## src/rtl/cpu_pkg.sv

```systemverilog
// Shared types and constants for the pipelined ARM datapath: condition codes,
// the NZCV flags layout and the datapath / register-index widths.
package cpu_pkg;

  localparam int DATA_W = 64;
  localparam int REG_W  = 5;

  typedef enum logic [3:0] {
    EQ = 4'b0000,
    NE = 4'b0001,
    CS = 4'b0010,
    CC = 4'b0011,
    MI = 4'b0100,
    PL = 4'b0101,
    VS = 4'b0110,
    VC = 4'b0111,
    HI = 4'b1000,
    LS = 4'b1001,
    GE = 4'b1010,
    LT = 4'b1011,
    GT = 4'b1100,
    LE = 4'b1101,
    AL = 4'b1110,
    NV = 4'b1111
  } cond_e;

  typedef struct packed {
    logic n;
    logic z;
    logic c;
    logic v;
  } nzcv_t;

endpackage

```

## src/rtl/cond_eval.sv

```systemverilog
// A64 B.cond evaluator: decides whether a condition code is satisfied by the
// committed NZCV flags. Purely combinational.
module cond_eval
  import cpu_pkg::*;
(
  input  nzcv_t flags,
  input  cond_e cond,
  output logic  cond_true
);

  always_comb begin
    cond_true = 1'b0;
    case (cond)
      EQ: cond_true = flags.z;
      NE: cond_true = !flags.z;
      CS: cond_true = flags.c;
      CC: cond_true = !flags.c;
      MI: cond_true = flags.n;
      PL: cond_true = !flags.n;
      VS: cond_true = flags.v;
      VC: cond_true = !flags.v;
      HI: cond_true = flags.c && !flags.z;
      LS: cond_true = !(flags.c && !flags.z);
      GE: cond_true = (flags.n == flags.v);
      LT: cond_true = (flags.n != flags.v);
      GT: cond_true = !flags.z && (flags.n == flags.v);
      LE: cond_true = !(!flags.z && (flags.n == flags.v));
      AL: cond_true = 1'b1;
      NV: cond_true = 1'b1;
      default: cond_true = 1'b0;
    endcase
  end

endmodule

```

## src/rtl/ex_mem_stage.sv

```systemverilog
// EX/MEM pipeline register plus the architectural NZCV flags register.
// Optional macro COND_EVAL_EN instantiates the B.cond evaluator; without it cond_true is 0.
module ex_mem_stage #(
  parameter int DATA_W = 64,
  parameter int REG_W  = 5
) (
  input  logic              clk,
  input  logic              reset_n,
  input  logic              ex_valid,
  input  logic [DATA_W-1:0] ex_result,
  input  logic              ex_negative,
  input  logic              ex_zero,
  input  logic              ex_overflow,
  input  logic              ex_carry_out,
  input  logic              ex_set_flags,
  input  logic [DATA_W-1:0] ex_store_data,
  input  logic [REG_W-1:0]  ex_rd,
  input  logic              ex_reg_write,
  input  logic              ex_mem_read,
  input  logic              ex_mem_write,
  input  logic [3:0]        ex_cond,
  input  logic              stall,
  input  logic              flush,
  output logic              mem_valid,
  output logic              mem_reg_write,
  output logic              mem_mem_read,
  output logic              mem_mem_write,
  output logic [DATA_W-1:0] mem_result,
  output logic [DATA_W-1:0] mem_store_data,
  output logic [REG_W-1:0]  mem_rd,
  output logic [3:0]        flags_nzcv,
  output logic              cond_true
);
  import cpu_pkg::*;

  logic  load;
  logic  flags_we;
  logic  keep;
  nzcv_t flags_q;

  assign load     = !stall || flush;
  assign flags_we = ex_valid && ex_set_flags && !stall && !flush;
  // control bits only survive for a real, unsquashed instruction
  assign keep     = ex_valid && !flush;

  always_ff @(posedge clk or negedge reset_n) begin
    if (!reset_n) begin
      mem_valid      <= 1'b0;
      mem_reg_write  <= 1'b0;
      mem_mem_read   <= 1'b0;
      mem_mem_write  <= 1'b0;
      mem_result     <= '0;
      mem_store_data <= '0;
      mem_rd         <= '0;
    end else if (load) begin
      mem_valid      <= keep;
      mem_reg_write  <= keep && ex_reg_write;
      mem_mem_read   <= keep && ex_mem_read;
      mem_mem_write  <= keep && ex_mem_write;
      mem_result     <= ex_result;
      mem_store_data <= ex_store_data;
      mem_rd         <= ex_rd;
    end
  end

  always_ff @(posedge clk or negedge reset_n) begin
    if (!reset_n) begin
      flags_q <= '0;
    end else if (flags_we) begin
      flags_q <= '{n: ex_negative, z: ex_zero, c: ex_carry_out, v: ex_overflow};
    end
  end

  assign flags_nzcv = flags_q;

`ifdef COND_EVAL_EN
  cond_eval u_cond_eval (
    .flags    (flags_q),
    .cond     (cond_e'(ex_cond)),
    .cond_true(cond_true)
  );
`else
  logic unused_cond;
  assign unused_cond = ^ex_cond;
  assign cond_true   = 1'b0;
`endif

endmodule
```

## config.mk

```make
export PLATFORM = sky130hd
export DESIGN_NAME = ex_mem_stage
export DESIGN_NICKNAME = d
export VERILOG_FILES = /design/src/rtl/cpu_pkg.sv /design/src/rtl/cond_eval.sv /design/src/rtl/ex_mem_stage.sv
export SDC_FILE = /design/constraint.sdc
export NUM_CORES = 1
export LEC_CHECK = 0
export BUFFER_PORTS_ARGS = -buffer_cell sky130_fd_sc_hd__buf_2
export CAP_MARGIN = 15
export CORE_ASPECT_RATIO = 1.1
export CORE_MARGIN = 5
export CORE_UTILIZATION = 49
export DETAILED_ROUTE_END_ITERATION = 8
export GPL_TIMING_DRIVEN = 0
export HOLD_SLACK_MARGIN = 0.08
export PLACE_DENSITY = 0.92
export SLEW_MARGIN = 10
export SYNTH_ARGS = -nofsm -noshare
export SYNTH_HDL_FRONTEND = slang
export SYNTH_SLANG_ARGS = --single-unit
```

## constraint.sdc

```tcl
create_clock -name clk -period 2 [get_ports clk]
set_input_delay 0.1 -clock clk [delete_from_list [all_inputs] [get_ports clk]]
set_output_delay 0.1 -clock clk [all_outputs]
set_load 0.005 [all_outputs]
```

==> results by group <==
Status
  – Status: complete, no violations

Global routing
  – Vias in the first global route: 5291
  – Antenna violations before repair: 1
  – Overall routing resource usage: 28.1%
  – Largest net degree at the start of global routing: 78
  – Grt total ovfl: 0
  – First-pass GRT wire length: 29.5 mm

Cells and area
  – Most frequent cells in the layout: 291 x buf_2, 145 x dlygate4sd3_1, 141 x dfrtp_1
  – Register area: 3530 sq um
  – Area Growth Syn to Fin: 67.9%
  – Final Core Density: 82.7%
  – Multi-input gate area: 1890 sq um
  – Non-Filler Instances: 922
  – Layout cell share with drive strength beyond 1: 52.5%
  – Nets: 909
  – Design area: 9380 sq um
  – Fill count: 562
  – Commonest non-fill, non-tap cell in the layout: buf_2

Clock tree
  – TritonCTS Buffers: 17
  – Clock Tree Root: clkbuf_16
  – CTS tree: built
  – CTS max path bufs: 2
  – Worst-Skew Late Latency: 0.40 ns
  – Post-CTS Resized: 0
  – Postcts setup bufs: 0
  – H-tree Lvls: 4
  – Clock transition at the registers of the reported paths: 0.06 ns
  – Clk sinks: 141
  – Hold buffers post-CTS: 145

Timing
  – Tmin final: 1.62 ns
  – Crit share post-route: 81.2%
  – RSZ-0062 raised after global routing: no
  – Total negative setup slack: 0 ns
  – Hold Worst Slack: 0.240 ns
  – Final Hold Fails: 0
  – Endpoints failing setup: 0
  – Worst setup margin: 0.377 ns
  – Slew Viols, Final: 0
  – Worst clock skew: 0 ns
  – Worst slew pin tran: 0.600 ns
  – Max-Slew Margin vs Limit: 60.0%
  – Fmax: 616 MHz

Synth
  – Post-synth top area share: 63.2%
  – Mapped Cells: 309
  – Cell variety after synth: 15
  – Yosys Warn Count: 0
  – Syn_area_per_cell: 18.1 sq um
  – Post-synthesis cell area: 5590 sq um
  – Sequential area share after synthesis: 63.2%
  – Register bit total from synthesis: 141
  – Area contributors post-synth: dfrtp_1 63%, mux2_4 19%, mux2_1 14%, buf_8 1.9%, buf_2 0.63%
  – Mapped Nets: 459
  – Post-synth top area cell: dfrtp_1

Min path
  – Hold path start: ex_set_flags
  – Worst min-delay path class: primary input to flop
  – WHS Path Cells: 3

Critical path
  – Worst path cell trace: dlygate4sd3_1, buf_4, nand2b_1, buf_2, buf_6, buf_8, mux2_4
  – Critical Path AT: 1.91 ns
  – Crit. path cell count: 7
  – CP max stage delay: 0.56 ns
  – Worst r2r src: mem_mem_read
  – Startpoint types: primary input
  – Worst Path Max Fanout: 10
  – Crit path to: mem_result[27]
  – Reg2reg path depth: 3
  – CP Buf/Inv Count: 5
  – Crit path max-delay cell type: dlygate4sd3_1
  – R2r endpoint: mem_mem_read
  – Top Family by Delay on Critical Path: buffers and inverters
  – Internal reg-to-reg setup slack: 0.80 ns
  – CP endpoint kind: flop
  – Setup CP Type: primary input to flop
  – CP required: 2.29 ns
  – Worst setup path start: stall

Placement
  – PortBufs: 285
  – RePlAce Congestion: 0.797
  – Cell Count Post-Placement: 745
  – Setup WS pre-CTS: 0.540 ns
  – Hpwl dp: 10.5 mm
  – Dpl cell area: 7230 sq um

Route
  – DR WL/cell: 20.5 um
  – Pre-antenna DRT Iters: 4
  – Post-route DRC: 0
  – WL final: 18.9 mm
  – DR vias/cell: 4.86
  – Detailed router's first-iteration violation count: 219
  – Antenna Violating Nets Remaining: 0
  – Via count: 4479

Power
  – Power Dens Cells: 869 nW/um^2
  – Combinational Power Share: 14.9%
  – Switching Fraction: 22.5%
  – Pleak: 4.75 nW
  – P_sw: 1.83 mW
  – Reg power frac: 40.0%
  – Maximum VDD drop: 0.554 mV
  – Power Total: 8.15 mW
  – Clock power share: 45.1%
  – Int Power: 6.31 mW

Job
  – Max-cap violation count: 0

Floorplan
  – IO Pins: 292
  – Die area: 13600 sq um
  – Core area: 11300 sq um
  – Initial core utilization: 49.3%
  – FP Rows: 41
  – Die height: 122 um
  – Horiz. Die Dim: 112 um
==> cells in the mapped netlist <==
master / count
a21oi_1: 3
nor2_1: 1
conb_1: 1
buf_6: 1
nand2b_1: 1
buf_2: 7
and4bb_2: 1
mux2_1: 67
buf_8: 7
mux2i_1: 1
mux2_4: 70
nand2_1: 3
nand3b_1: 3
buf_4: 2
dfrtp_1: 141
==> flip-flops by register name, summed over array words and instances, names as in the netlist <==
signal and count:
mem_result 64, mem_store_data 64, mem_rd 5, flags_nzcv 4
mem_mem_read 1, mem_mem_write 1, mem_reg_write 1, mem_valid 1
==> layer usage <==
| layer | wire length [um] | track usage (%) |
|---|---|---|
| met1 | 6720 | 29.6 |
| met2 | 10300 | 52.4 |
| met3 | 1310 | 8.25 |
| met4 | 615 | 11.6 |
| met5 | 0 | 0 |
==> worst register-to-register path: stages, from the launching register on <==
cell	delay, ns
dfrtp_1	0.40
nand2_1	0.08
a21oi_1	0.06
dlygate4sd3_1	0.55
==> power by group through the flow <==
stage	sequential [mW]	combinational [mW]	clock [mW]
6_report	3.26	1.22	3.67
5_1_grt	3.28	1.30	3.84
3_5_place_dp	3.28	0.961	0
3_3_place_gp	3.26	0.911	0
2_1_floorplan	3.29	0.389	0
4_1_cts	3.24	1.18	3.69
==> area by class of cell <==
class	instances	share of cell area, %
Sequential cell	141	37.6
Timing Repair Buffer	431	31.1
Multi-Input combinational cell	151	20.2
Clock buffer	21	5.12
Clock inverter	10	2.23
Tap cell	150	2.00
Buffer	17	1.77
Antenna cell	1	0.0267
==> logic make-up (layout without fill, tap and decap cells) <==
kind of cell	after synthesis	count (layout)	share of synthesized area [%]
flip-flops	141	141	63.2
multiplexers	138	138	32.5
buffers and inverters	17	479	2.98
AND/OR/NAND/NOR	9	9	1.01
AO/OA/AOI/OAI	3	3	0.269
other	1	2	0.0671
==> worst min-delay path by stage <==
| stage | endpoint |
|---|---|
| after CTS | flags_nzcv[0] |
| after global placement | mem_result[63] |
| after global routing | flags_nzcv[3] |
| after detailed placement | mem_result[53] |
| after floorplan | flags_nzcv[0] |
| final | flags_nzcv[1] |
Note: power is estimated with default switching activity, not from simulation.
